File: src/rtl/uart_pkg.sv
// Shared UART constants for the deframer, Rx buffer and Tx path.
package uart_pkg;
  localparam int UART_DATA_W          = 8;
  localparam int UART_FIFO_DEPTH_LOG2 = 4;
  localparam int UART_ERR_CNT_W       = 8;
endpackage

File: src/rtl/uart_fifo_mem.sv
// Simple dual-port storage for the Rx FIFO: one write port, one registered read port.
module uart_fifo_mem #(
  parameter int DATA_W = 8,
  parameter int ADDR_W = 4
) (
  input  logic              clk,
  input  logic              rst,
  input  logic              i_we,
  input  logic [ADDR_W-1:0] i_waddr,
  input  logic [DATA_W-1:0] i_wdata,
  input  logic              i_re,
  input  logic [ADDR_W-1:0] i_raddr,
  output logic [DATA_W-1:0] o_rdata
);
  logic [DATA_W-1:0] mem [2**ADDR_W];
  logic [DATA_W-1:0] rd_data_q, rd_data_d;

  always_ff @(posedge clk) begin
    if (i_we) mem[i_waddr] <= i_wdata;
  end

  // Read returns the old word when the same address is written in the same cycle.
  always_comb begin
    rd_data_d = rd_data_q;
    if (i_re) rd_data_d = mem[i_raddr];
  end

  always_ff @(posedge clk) begin
    if (rst) rd_data_q <= '0;
    else     rd_data_q <= rd_data_d;
  end

  assign o_rdata = rd_data_q;
endmodule

File: src/rtl/uart_rx_fifo.sv
// UART receive buffer: stores good frames, drops and counts errored frames, host pops with i_rd_en.
// Optional almost-full output enabled by defining UART_RX_FIFO_ALMOST_FULL_EN.
module uart_rx_fifo
  import uart_pkg::*;
#(
  parameter int DATA_W     = UART_DATA_W,
  parameter int DEPTH_LOG2 = UART_FIFO_DEPTH_LOG2,
  parameter int AF_THRESH  = 12
) (
  input  logic                      clk,
  input  logic                      rst,
  input  logic [DATA_W-1:0]         i_rx_d,
  input  logic                      i_rx_complete,
  input  logic                      i_rx_error,
  input  logic                      i_rd_en,
  input  logic                      i_clr_flags,
  output logic [DATA_W-1:0]         o_rd_data,
  output logic                      o_rd_valid,
  output logic                      o_empty,
  output logic                      o_full,
  output logic [DEPTH_LOG2:0]       o_count,
  output logic                      o_overflow,
  output logic                      o_underflow,
  output logic [UART_ERR_CNT_W-1:0] o_err_cnt,
  output logic                      o_almost_full
);
  localparam int PTR_W = DEPTH_LOG2 + 1;

  if (DEPTH_LOG2 < 2 || DEPTH_LOG2 > 8 || AF_THRESH < 1 || AF_THRESH > 2**DEPTH_LOG2) begin : g_param_check
    $error("uart_rx_fifo: illegal DEPTH_LOG2 or AF_THRESH");
  end

  logic [PTR_W-1:0] wr_ptr_q, wr_ptr_d, rd_ptr_q, rd_ptr_d, count_q, count_d;
  logic empty_q, empty_d, full_q, full_d;
  logic overflow_q, overflow_d, underflow_q, underflow_d, rd_valid_q, rd_valid_d;
  logic [UART_ERR_CNT_W-1:0] err_cnt_q, err_cnt_d, err_base;
  logic wr_req, wr_ok, pop_ok;

  // An error pulse always wins over a coincident complete pulse; a pop frees the slot for a write when full.
  always_comb begin
    wr_req   = i_rx_complete & ~i_rx_error;
    pop_ok   = i_rd_en & ~empty_q;
    wr_ok    = wr_req & (~full_q | pop_ok);
    wr_ptr_d = wr_ok  ? wr_ptr_q + PTR_W'(1) : wr_ptr_q;
    rd_ptr_d = pop_ok ? rd_ptr_q + PTR_W'(1) : rd_ptr_q;
    case ({wr_ok, pop_ok})
      2'b10:   count_d = count_q + PTR_W'(1);
      2'b01:   count_d = count_q - PTR_W'(1);
      default: count_d = count_q;
    endcase
    empty_d     = (wr_ptr_d == rd_ptr_d);
    full_d      = (wr_ptr_d[PTR_W-1] != rd_ptr_d[PTR_W-1]) &&
                  (wr_ptr_d[PTR_W-2:0] == rd_ptr_d[PTR_W-2:0]);
    overflow_d  = (wr_req & full_q & ~pop_ok) | (overflow_q & ~i_clr_flags);
    underflow_d = (i_rd_en & empty_q) | (underflow_q & ~i_clr_flags);
    err_base    = i_clr_flags ? '0 : err_cnt_q;
    err_cnt_d   = err_base;
    if (i_rx_error && err_base != '1) err_cnt_d = err_base + UART_ERR_CNT_W'(1);
    rd_valid_d  = pop_ok;
  end

  always_ff @(posedge clk) begin
    if (rst) begin
      wr_ptr_q    <= '0;
      rd_ptr_q    <= '0;
      count_q     <= '0;
      empty_q     <= 1'b1;
      full_q      <= 1'b0;
      overflow_q  <= 1'b0;
      underflow_q <= 1'b0;
      err_cnt_q   <= '0;
      rd_valid_q  <= 1'b0;
    end else begin
      wr_ptr_q    <= wr_ptr_d;
      rd_ptr_q    <= rd_ptr_d;
      count_q     <= count_d;
      empty_q     <= empty_d;
      full_q      <= full_d;
      overflow_q  <= overflow_d;
      underflow_q <= underflow_d;
      err_cnt_q   <= err_cnt_d;
      rd_valid_q  <= rd_valid_d;
    end
  end

  uart_fifo_mem #(.DATA_W(DATA_W), .ADDR_W(DEPTH_LOG2)) u_mem (
    .clk     (clk),
    .rst     (rst),
    .i_we    (wr_ok),
    .i_waddr (wr_ptr_q[DEPTH_LOG2-1:0]),
    .i_wdata (i_rx_d),
    .i_re    (pop_ok),
    .i_raddr (rd_ptr_q[DEPTH_LOG2-1:0]),
    .o_rdata (o_rd_data)
  );

`ifdef UART_RX_FIFO_ALMOST_FULL_EN
  logic almost_full_q, almost_full_d;

  always_comb almost_full_d = (count_d >= PTR_W'(AF_THRESH));

  always_ff @(posedge clk) begin
    if (rst) almost_full_q <= 1'b0;
    else     almost_full_q <= almost_full_d;
  end

  assign o_almost_full = almost_full_q;
`else
  assign o_almost_full = 1'b0;
`endif

  assign o_rd_valid  = rd_valid_q;
  assign o_empty     = empty_q;
  assign o_full      = full_q;
  assign o_count     = count_q;
  assign o_overflow  = overflow_q;
  assign o_underflow = underflow_q;
  assign o_err_cnt   = err_cnt_q;
endmodule
File: config.mk
export PLATFORM = sky130hd
export DESIGN_NAME = uart_rx_fifo
export DESIGN_NICKNAME = d
export VERILOG_FILES = /design/src/rtl/uart_pkg.sv /design/src/rtl/uart_fifo_mem.sv /design/src/rtl/uart_rx_fifo.sv
export SDC_FILE = /design/constraint.sdc
export NUM_CORES = 1
export LEC_CHECK = 0
export ABC_CLOCK_PERIOD_IN_PS = 4500
export BUFFER_PORTS_ARGS = -buffer_cell sky130_fd_sc_hd__buf_2
export CAP_MARGIN = 20
export CORE_ASPECT_RATIO = 0.6
export CORE_UTILIZATION = 55
export CTS_BUF_LIST = sky130_fd_sc_hd__clkbuf_16
export CTS_CLUSTER_SIZE = 14
export DETAILED_ROUTE_END_ITERATION = 8
export PLACE_DENSITY = 0.73
export RECOVER_POWER = 25
export SYNTH_ARGS = -nofsm -noshare
export SYNTH_HDL_FRONTEND = slang
export SYNTH_SLANG_ARGS = --single-unit
File: constraint.sdc
create_clock -name clk -period 4.5 [get_ports clk]
set_input_delay 0.9 -clock clk [delete_from_list [all_inputs] [get_ports clk]]
set_output_delay 0.9 -clock clk [all_outputs]
set_load 0.02 [all_outputs]
==> flow_summary.json, run 1 <==
{
  "cts_root_buf": "clkbuf_16",
  "start_util_pct": 56.5,
  "slew-limit-headroom_pct": 44.9,
  "cts_tree": "built",
  "synth_common_cells": "edfxtp_1, dfxtp_1, mux4_2",
  "ff2ff_setup_slack_ps": 1400,
  "grt_pass1_wl_mm": 21.2,
  "start_kind": "input pin",
  "drt_iter0_drc": 414,
  "fp-row-count": 31,
  "min_path_type": "flop to flop",
  "coreArea_um2": 12100,
  "reg2reg_to": "o_count[4]$_SDFFE_PP0P_",
  "netlist_instances": 429,
  "drv_cap": 0,
  "finalSetupViolations": 0,
  "finalHoldViolCount": 0,
  "pin_count": 41,
  "diodes": 0,
  "hold_ws_ps": 501,
  "synth.most_common_cell": "edfxtp_1",
  "routedWlPerCell_um": 22.1,
  "synth_edf_count": 128,
  "grt_max_degree": 35,
  "yosysTopAreaCell": "edfxtp_1",
  "die_h_um": 88.4,
  "worstSkewPairLatency_ps": 420,
  "postRouteAntennaNets": 0,
  "power.static_leakage_nw": 2.68,
  "drt_wl_total_mm": 14.3,
  "post_cts_buffers": 0,
  "synth_ff_type": "edfxtp_1",
  "cts_buffers": 17,
  "io_buffers": 39,
  "worst_pin_slew_ps": 826,
  "firstDrtPassIters": 5,
  "cts_sinks": 164,
  "ys_top_cells_by_area": "edfxtp_1, dfxtp_1, mux4_2",
  "critical_path_depth": 12,
  "grt_setup_unrepaired": "false",
  "antenna_found_initial": 0,
  "syn_nets": 453,
  "setup_tns_ps": 0,
  "clkTransAtPathRegs_ps": 60,
  "synth_top_area_share_pct": 56.2,
  "area_growth_pct": 12.4,
  "crit_fanout": 24,
  "power.density_nw_per_um2": 420,
  "worstReg2RegStart": "o_empty$_SDFF_PP1_",
  "path_common_cell": "o21a_1",
  "yosys_warnings": 0,
  "clk_path_buf_depth": 2,
  "status": "finished, final reports clean",
  "path_cells": "buf_2, nand2b_4, inv_2, o21ai_2, ha_1, xor2_1, ha_1, o21a_1, o21a_1, o21a_1, o21a_1, o21a_1",
  "grt_use_total_pct": 23.3,
  "path_buf_inv": 2,
  "die_area_um2": 12900,
  "skew_ps": 9.46,
  "num_vias": 3892,
  "startpoint": "i_rd_en",
  "crit_type": "input pin to flop",
  "cp_slowest_stage_delay_ps": 430,
  "synth_area_um2": 6840,
  "drc": 0,
  "timing.final.crit_share_pct": 71.9,
  "stdcell_count": 646,
  "crit_family": "compound AO/OA/AOI/OAI gates",
  "async_reset_ff_share_pct": 0,
  "required_ps": 4810,
  "critPathCaptureType": "flop",
  "fmax_mhz": 309,
  "grt_pass1_vias": 3582,
  "ctsHoldBuffers": 0,
  "ir_drop_mv": 0.306,
  "grt_overflow": 0,
  "worstPathArrival_ps": 3540,
  "fp.dieW_um": 146,
  "hpwl_mm": 9.19,
  "critPathSlowestCell": "ha_1",
  "power_w": 0.00323,
  "critPathCapture": "o_count[4]$_SDFFE_PP0P_",
  "viasPerCell": 6.02,
  "drive_gt1_share_pct": 22.0,
  "cts.htree.levels": 4,
  "fin_ws_ps": 1260,
  "pre_cts_ws_ps": 875,
  "postSynthAreaPerCell_um2": 15.9,
  "reg2reg_depth": 11,
  "fin_nets": 492,
  "maxSlewViolCount": 0,
  "post_cts_resize_count": 0,
  "gp_congestion": 0.782,
  "ys_seq_area_share_pct": 66.8,
  "yosysUniqueCellTypes": 54,
  "dp_cells": 614,
  "ys_seq_elements": 164,
  "period_needed_ps": 3240
}
-- worst min-delay path by stage --
stage                                        from                       endpoint  cells past startpoint  slack, ps
global placement    u_mem.o_rdata[0]$_SDFFE_PP0P_  u_mem.o_rdata[0]$_SDFFE_PP0P_                      2        470
global route        u_mem.o_rdata[7]$_SDFFE_PP0P_  u_mem.o_rdata[7]$_SDFFE_PP0P_                      2        540
floorplan                  wr_ptr_q[1]$_SDFF_PP0_         wr_ptr_q[1]$_SDFF_PP0_                      2        550
detailed placement  u_mem.o_rdata[7]$_SDFFE_PP0P_  u_mem.o_rdata[7]$_SDFFE_PP0P_                      2        490
finish              u_mem.o_rdata[7]$_SDFFE_PP0P_  u_mem.o_rdata[7]$_SDFFE_PP0P_                      2        500
CTS                 u_mem.o_rdata[7]$_SDFFE_PP0P_  u_mem.o_rdata[7]$_SDFFE_PP0P_                      2        500
-- power by group --
part	total, W	internal, W	switching (W)	leakage, nW
logic	0.000258	0.000108	0.000150	0.953
registers	0.00168	0.00166	0.0000289	1.45
clock network	0.00128	0.000724	0.000559	0.278
total	0.00323	0.00249	0.000738	2.68
-- through the flow --
step / utilization (%) / area, um^2
2_1_floorplan: - / 6840
3_3_place_gp: 59.3 / 7170
3_5_place_dp: 59.3 / 7170
4_1_cts: 63.6 / 7690
5_1_grt: 63.5 / 7680
6_report: 63.5 / 7680
-- registers in the layout, indices dropped and copies added (netlist names) --
| register | count |
|---|---|
| u_mem.mem | 128 |
| o_overflow | 1 |
| rd_ptr_q | 5 |
| o_rd_valid | 1 |
| o_full | 1 |
| u_mem.o_rdata | 8 |
| o_empty | 1 |
| o_underflow | 1 |
| o_count | 5 |
| o_err_cnt | 8 |
| wr_ptr_q | 5 |
-- logic make-up (layout without fill, tap and decap cells) --
| logic type | count (synthesis) | in the layout | synth area share [%] |
|---|---|---|---|
| and+or+nand+nor | 93 | 93 | 7.54 |
| adders and majority gates | 10 | 10 | 1.83 |
| muxes | 36 | 36 | 11.1 |
| xor gates and xnor gates | 24 | 24 | 3.28 |
| DFF | 164 | 164 | 66.8 |
| other | 1 | 1 | 0.0548 |
| buffers and inverters | 34 | 86 | 2.18 |
| AOI/OAI and AO/OA | 67 | 67 | 7.25 |
-- worst min-delay path: cells and delay by family, from the launching register on --
kind	cells	cell delay [ps]
AO/OA/AOI/OAI	1	60
AND/OR/NAND/NOR	1	70
flip-flops	1	330
-- cell usage in the layout (no fill, tap or decap), types with 12 or more instances in the layout --
master     netlist  final
edfxtp_1       128    128
buf_2            4     32
nor2_1          31     31
xor2_1          12     12
a21oi_1         20     20
and2_1          12     12
mux4_2          32     32
clkbuf_16        0     18
dfxtp_1         36     35
a22oi_1         17     17
-- area by class of cell --
class | instances | area (um^2)
clock buffer | 18 | 450
timing repair buffer | 45 | 231
inverter | 9 | 33.8
fill | 885 | 4420
multi-input combinational | 231 | 2120
sequential | 164 | 4570
tap | 165 | 206
clock inverter | 14 | 71.3
-- routing by layer --
| metal | GRT usage [%] | share of wire (%) | up-vias |
|---|---|---|---|
| met5 | 0 | 0 | - |
| met4 | 7.56 | 0.84 | 0 |
| met3 | 4.38 | 7.0 | 13 |
| met2 | 32.9 | 43 | 154 |
| met1 | 36.4 | 49 | 1987 |
| li1 | - | - | 1738 |
Power figures use the tool's default switching activity.
==> inputs of run 2 (changes only) <==
--- a/config.mk
+++ b/config.mk
@@ -5,7 +5,7 @@
 export SDC_FILE = /design/constraint.sdc
 export NUM_CORES = 1
 export LEC_CHECK = 0
-export ABC_CLOCK_PERIOD_IN_PS = 4500
+export ABC_CLOCK_PERIOD_IN_PS = 3000
 export BUFFER_PORTS_ARGS = -buffer_cell sky130_fd_sc_hd__buf_2
 export CAP_MARGIN = 20
 export CORE_ASPECT_RATIO = 0.6
==> constraint.sdc (replaced) <==
create_clock -name clk -period 3 [get_ports clk]
set_input_delay 0.6 -clock clk [delete_from_list [all_inputs] [get_ports clk]]
set_output_delay 0.6 -clock clk [all_outputs]
set_load 0.02 [all_outputs]
==> run 2 against run 1 <==
Compared with the run above:
- combinational power increased by 57%
- power increased by 53%
- non-clock buffer count increased by 3
- flip-flop and latch count unchanged
- die area unchanged
- final area increased by 0.78%
- clock power increased by 58%
- sequential share of layout area decreased by 0.46 points
- via count about the same
- global-route usage increased by 0.40 points
- utilization increased by 0.50 points
- first-iteration DRC count decreased by 28%
- critical endpoint unchanged
- largest cell class unchanged
==> flow_summary.json, run 2 (synthesis gave the netlist of run 1 again) <==
{
  "cts_buffers": 17,
  "viasPerCell": 6.00,
  "crit_family": "compound AO/OA/AOI/OAI gates",
  "grt_overflow": 0,
  "postRouteAntennaNets": 0,
  "grt_pass1_vias": 3623,
  "ff2ff_setup_slack_ps": 460,
  "grt_use_total_pct": 23.7,
  "power_switching_w": 0.00114,
  "num_vias": 3891,
  "seqPwrFrac_pct": 50.9,
  "power.density_nw_per_um2": 638,
  "hpwl_mm": 9.46,
  "path_common_cell": "o21a_1",
  "fp-row-count": 31,
  "cp_slowest_stage_delay_ps": 540,
  "drv_cap": 0,
  "drc": 0,
  "largest_register_ffs": 128,
  "period_needed_ps": 2540,
  "slew-limit-headroom_pct": 47.5,
  "skew_ps": 7.77,
  "pin_count": 41,
  "cts_root_buf": "clkbuf_16",
  "cts.htree.levels": 4,
  "antenna_found_initial": 0,
  "finalHoldViolCount": 0,
  "start_util_pct": 56.5,
  "die_area_um2": 12900,
  "intPower_w": 0.00380,
  "status": "finished, final reports clean",
  "coreArea_um2": 12100,
  "finalSetupViolations": 0,
  "cts_tree": "built",
  "combPwrFrac_pct": 8.2,
  "ir_drop_mv": 0.503,
  "critPathCaptureType": "flop",
  "mostFrequentLayoutCells": "edfxtp_1, dfxtp_1, mux4_2, buf_2, nor2_1",
  "required_ps": 3310,
  "path_cells": "inv_1, o21ai_2, ha_1, xor2_1, ha_1, o21a_1, o21a_1, o21a_1, o21a_1, o21a_1",
  "drt_iter0_drc": 297,
  "final_common_cell": "edfxtp_1",
  "post_cts_resize_count": 0,
  "worstSkewPairLatency_ps": 420,
  "reg2reg_depth": 10,
  "io_buffers": 39,
  "critical_path_depth": 10,
  "reg2reg_to": "o_count[4]$_SDFFE_PP0P_",
  "diodes": 0,
  "min_path_type": "input pin to flop",
  "critPathSlowestCell": "dfxtp_1",
  "maxSlewViolCount": 0,
  "fmax_mhz": 394,
  "routedWlPerCell_um": 22.0,
  "drive_gt1_share_pct": 22.7,
  "power.static_leakage_nw": 2.69,
  "ctsHoldBuffers": 0,
  "fin_nets": 495,
  "firstDrtPassIters": 5,
  "area_growth_pct": 13.2,
  "max_flop_register": "u_mem.mem",
  "worst_pin_slew_ps": 787,
  "cts_sinks": 164,
  "post_cts_buffers": 0,
  "startpoint": "o_full$_SDFF_PP0_",
  "crit_type": "flop to flop",
  "die_h_um": 88.4,
  "path_buf_inv": 1,
  "p_sw_share_pct": 23.1,
  "clkPwrFrac_pct": 40.9,
  "clkTransAtPathRegs_ps": 70,
  "setup_tns_ps": 0,
  "worstReg2RegStart": "o_full$_SDFF_PP0_",
  "start_kind": "flop",
  "timing.final.crit_share_pct": 84.6,
  "crit_fanout": 8,
  "fp.dieW_um": 146,
  "finalInstanceArea_um2": 7740,
  "worstPathArrival_ps": 2850,
  "critPathCapture": "o_count[4]$_SDFFE_PP0P_",
  "grt_pass1_wl_mm": 21.6,
  "clk_path_buf_depth": 2,
  "drt_wl_total_mm": 14.3,
  "grt_setup_unrepaired": "false",
  "gp_congestion": 0.765,
  "place_area_um2": 7190,
  "grt_max_degree": 35
}
## run 2: changes by cell type in the layout (fill, tap and decap cells not counted), sizes merged
cell and change:
inv -4, buf +3, clkinvlp +2, clkbuf +1, clkinv +1
## run 2: area by class of cell
type / instances / area (um^2)
clock buffer: 19 / 475
clock inverter: 13 / 83.8
fill: 880 / 4360
inverter: 9 / 33.8
multi-input combinational: 231 / 2120
sequential: 164 / 4570
tap: 165 / 206
timing repair buffer: 48 / 254
## run 2: power by group through the flow
stage	clock network [W]	logic [W]	registers, W
floorplan	0	0.000260	0.00258
finish	0.00202	0.000405	0.00252
CTS	0.00204	0.000408	0.00251
global route	0.00213	0.000440	0.00252
global placement	0	0.000396	0.00256
detailed placement	0	0.000405	0.00256
## run 2: per-layer routing
layer / global-route usage, % / up-vias / share of wire, %
li1: - / 1749 / -
met1: 36.4 / 1965 / 49
met2: 32.5 / 156 / 42
met3: 7.01 / 21 / 6.9
met4: 6.99 / 0 / 1.3
met5: 0 / - / 0
## run 2: worst min-delay path by stage
stage,from,end,slack (ps),cells after the start
after floorplan,wr_ptr_q[1]$_SDFF_PP0_,wr_ptr_q[1]$_SDFF_PP0_,550,2
after global placement,u_mem.o_rdata[2]$_SDFFE_PP0P_,u_mem.o_rdata[2]$_SDFFE_PP0P_,460,2
after detailed placement,u_mem.o_rdata[7]$_SDFFE_PP0P_,u_mem.o_rdata[7]$_SDFFE_PP0P_,480,2
after CTS,i_clr_flags,o_err_cnt[7]$_SDFF_PP0_,460,2
after global routing,i_clr_flags,o_err_cnt[7]$_SDFF_PP0_,480,2
final,i_clr_flags,o_err_cnt[7]$_SDFF_PP0_,480,2
## run 2: through the flow
stage          setup slack, ps  hold WS [ps]  cells  total power (W)  utilization [%]
5_1_grt                    334           484    649          0.00509             64.0
4_1_cts                    494           461    649          0.00496             64.1
6_report                   463           480    649          0.00494             64.0
3_5_place_dp               195           477    617          0.00297             59.4
3_3_place_gp               216           461    617          0.00296             59.4
2_1_floorplan              233           551    429          0.00284                -
## run 2: worst reg2reg max path: cells and delay by family (launching register included)
kind / cells / cell delay (ps)
xor gates and xnor gates: 1 / 120
adders and majority gates: 2 / 600
buffers and inverters: 1 / 120
DFF: 1 / 540
AOI/OAI and AO/OA: 6 / 1050
==> inputs of run 3 (changes only) <==
--- a/config.mk
+++ b/config.mk
@@ -5,7 +5,8 @@
 export SDC_FILE = /design/constraint.sdc
 export NUM_CORES = 1
 export LEC_CHECK = 0
-export ABC_CLOCK_PERIOD_IN_PS = 3000
+export ABC_AREA = 1
+export ABC_CLOCK_PERIOD_IN_PS = 2100
 export BUFFER_PORTS_ARGS = -buffer_cell sky130_fd_sc_hd__buf_2
 export CAP_MARGIN = 20
 export CORE_ASPECT_RATIO = 0.6
@@ -13,7 +14,7 @@
 export CTS_BUF_LIST = sky130_fd_sc_hd__clkbuf_16
 export CTS_CLUSTER_SIZE = 14
 export DETAILED_ROUTE_END_ITERATION = 8
-export PLACE_DENSITY = 0.73
+export PLACE_DENSITY = 0.76
 export RECOVER_POWER = 25
 export SYNTH_ARGS = -nofsm -noshare
 export SYNTH_HDL_FRONTEND = slang
==> constraint.sdc (replaced) <==
create_clock -name clk -period 2.1 [get_ports clk]
set_input_delay 0.42 -clock clk [delete_from_list [all_inputs] [get_ports clk]]
set_output_delay 0.42 -clock clk [all_outputs]
set_load 0.02 [all_outputs]
==> run 3 against run 2 <==
Compared with the run above:
- clock power increased by 53%
- die area grew 3.4%
- critical path depth up 3
- area after synthesis up 3.4%
- via count rose by 34%
- hold slack got worse by 170 ps
- sequential share of layout area decreased by 2.9 points
- setup slack worse by 240 ps
- non-clock buffer count up 19
- final cell count is 43% higher
- clock-buffer cell count is 1 higher
- largest cell class unchanged
==> flow_summary.json, run 3 <==
{
  "hpwl_mm": 10.7,
  "netlist_instances": 694,
  "synth_ff_type": "edfxtp_1",
  "crit_fanout": 4,
  "worstReg2RegStart": "o_empty$_SDFF_PP1_",
  "postRouteAntennaNets": 0,
  "async_reset_ff_share_pct": 0,
  "critPathCaptureType": "flop",
  "stdcell_count": 927,
  "dp_cells": 895,
  "synth.most_common_cell": "nand2_1",
  "ys_top_cells_by_area": "edfxtp_1, dfxtp_1, nand2_1",
  "cts_buffers": 17,
  "cts_sinks": 164,
  "finalHoldViolCount": 0,
  "cts.htree.levels": 4,
  "ff2ff_setup_slack_ps": 230,
  "hold_depth": 3,
  "period_needed_ps": 1870,
  "drt_iter0_drc": 735,
  "fp.dieW_um": 148,
  "final_common_cell": "nand2_1",
  "drc": 0,
  "grt_max_degree": 65,
  "p_sw_share_pct": 24.9,
  "worst_pin_slew_ps": 857,
  "min_from": "i_rd_en",
  "maxSlewViolCount": 0,
  "syn_nets": 718,
  "routedWlPerCell_um": 18.1,
  "firstDrtPassIters": 6,
  "path_common_cell": "nand2_1",
  "combPwrFrac_pct": 10.5,
  "largest_register_ffs": 128,
  "fin_nets": 773,
  "crit_type": "flop to flop",
  "power.static_leakage_nw": 3.18,
  "worstHoldEndpoint": "o_underflow$_SDFF_PP0_",
  "gp_congestion": 0.921,
  "pin_count": 41,
  "ctsHoldBuffers": 0,
  "grt_use_total_pct": 27.1,
  "synth_edf_count": 128,
  "diodes": 0,
  "finalSetupViolations": 0,
  "viasPerCell": 5.64,
  "io_buffers": 39,
  "timing.final.crit_share_pct": 89.3,
  "post_cts_resize_count": 0,
  "synth_area_um2": 7070,
  "post_cts_buffers": 0,
  "drt_wl_total_mm": 16.8,
  "grt_pass1_vias": 4993,
  "max_flop_register": "u_mem.mem",
  "cts_root_buf": "clkbuf_16",
  "status": "finished, final reports clean",
  "clkTransAtPathRegs_ps": 60,
  "synth_common_cells": "nand2_1, edfxtp_1, nor2_1",
  "power.density_nw_per_um2": 922,
  "fmax_mhz": 533,
  "power_w": 0.00751,
  "synth_top_area_share_pct": 54.4,
  "clkPwrFrac_pct": 41.3,
  "intPower_w": 0.00564,
  "drv_cap": 0,
  "mostFrequentLayoutCells": "nand2_1, edfxtp_1, nor2_1",
  "critical_path_depth": 13,
  "coreArea_um2": 12300,
  "path_cells": "inv_2, nand2_4, nand2_1, nand2_2, ha_4, xor2_2, ha_1, a21o_1, nand3_1, nand3_1, nand2_1, nand2_1, a21oi_1",
  "cp_slowest_stage_delay_ps": 340,
  "ys_seq_area_share_pct": 64.5,
  "grt_setup_unrepaired": "false",
  "critPathSlowestCell": "dfxtp_2",
  "cts_tree": "built",
  "slew-limit-headroom_pct": 42.9,
  "yosysTopAreaCell": "edfxtp_1",
  "reg2reg_to": "o_count[4]$_SDFFE_PP0P_",
  "ys_seq_elements": 164,
  "min_path_type": "input pin to flop",
  "grt_pass1_wl_mm": 27.0,
  "path_buf_inv": 1,
  "yosysUniqueCellTypes": 33,
  "required_ps": 2460,
  "skew_ps": 8.71,
  "seqPwrFrac_pct": 48.2,
  "crit_family": "simple AND/OR/NAND/NOR gates",
  "worstSkewPairLatency_ps": 420,
  "reg2reg_depth": 13,
  "drive_gt1_share_pct": 14.6,
  "yosys_warnings": 0,
  "ir_drop_mv": 0.613,
  "die_area_um2": 13300,
  "postSynthAreaPerCell_um2": 10.2,
  "start_util_pct": 57.5,
  "power_switching_w": 0.00187,
  "antenna_found_initial": 0,
  "fp-row-count": 31,
  "grt_overflow": 0,
  "worstPathArrival_ps": 2230,
  "num_vias": 5225,
  "area_growth_pct": 15.2,
  "start_kind": "flop",
  "clk_path_buf_depth": 2,
  "die_h_um": 89.8
}
## run 3: changes by cell type after synthesis, moves of 7 or more
cell      delta
nand2_1    +124
nor2_1      +93
and2_1      -12
nor2b_1      -7
a22oi_1     -17
o21ai_0     +61
inv_1       +26
mux4_2      -32
o211ai_1    +16
xnor2_1      -7
buf_2        +8
nand3_1     +50
## run 3: layout make-up
cell class | instances | area (um^2)
Timing Repair Buffer | 67 | 414
Clock inverter | 12 | 98.8
Multi-Input combinational cell | 459 | 2210
Sequential cell | 164 | 4570
Clock buffer | 20 | 500
Inverter | 40 | 153
Tap cell | 165 | 206
Fill cell | 891 | 4150
## run 3: routing by layer
layer / vias to the layer above / part of all wire [%] / global-route usage, %
li1: 2473 / - / -
met1: 2456 / 47 / 41.8
met3: 30 / 9.2 / 6.85
met4: 0 / 1.5 / 8.85
met5: - / 0 / 0
met2: 266 / 43 / 37.1
## run 3: per-stage QoR
| step | setup TNS, ps | hold slack, ps | utilization, % | setup WS (ps) | instance area [um^2] |
|---|---|---|---|---|---|
| final | 0 | 305 | 66.3 | 225 | 8150 |
| after CTS | 0 | 294 | 66.1 | 79.5 | 8130 |
| after global routing | 0 | 327 | 66.3 | 28.7 | 8150 |
| after global placement | 0 | 448 | 61.2 | 92.0 | 7530 |
| after detailed placement | -4.14 | 454 | 61.2 | -4.14 | 7530 |
| after floorplan | 0 | 519 | - | 17.7 | 7070 |
## run 3: cells by family (layout without fill, tap and decap cells)
group / Yosys count / after routing / share of synthesized area, %
AO/OA/AOI/OAI: 113 / 113 / 8.85
adder cells (fa/ha/maj): 10 / 10 / 1.77
flip-flops: 164 / 164 / 64.5
other: 1 / 1 / 0.0530
buffers and inverters: 71 / 139 / 4.55
XOR/XNOR: 12 / 12 / 1.49
AND/OR/NAND/NOR: 323 / 323 / 18.8
## run 3: worst max-delay path by stage
stage                             from                       to  slack [ps]
CTS                 o_empty$_SDFF_PP1_  o_count[4]$_SDFFE_PP0P_          80
detailed placement             i_rd_en  o_count[4]$_SDFFE_PP0P_          -4
global placement            i_rx_error  o_count[4]$_SDFFE_PP0P_          90
finish              o_empty$_SDFF_PP1_  o_count[4]$_SDFFE_PP0P_         230
global route        o_empty$_SDFF_PP1_  o_count[4]$_SDFFE_PP0P_          30
floorplan           o_empty$_SDFF_PP1_  o_count[4]$_SDFFE_PP0P_          20
## run 3: worst reg2reg max path: stages (launching register included)
cell     delay (ps)
dfxtp_2         340
inv_2            70
nand2_4          40
nand2_1         100
nand2_2          90
ha_4            190
xor2_2          160
ha_1            210
a21o_1          190
nand3_1         100
nand3_1          80
nand2_1          70
nand2_1          50
a21oi_1         120
## run 3: power by group through the flow
stage	registers [W]	logic (W)	clock network [W]
after global routing	0.00362	0.000876	0.00327
final	0.00362	0.000789	0.00310
after floorplan	0.00371	0.000470	0
after CTS	0.00361	0.000769	0.00313
after detailed placement	0.00368	0.000763	0
after global placement	0.00368	0.000739	0
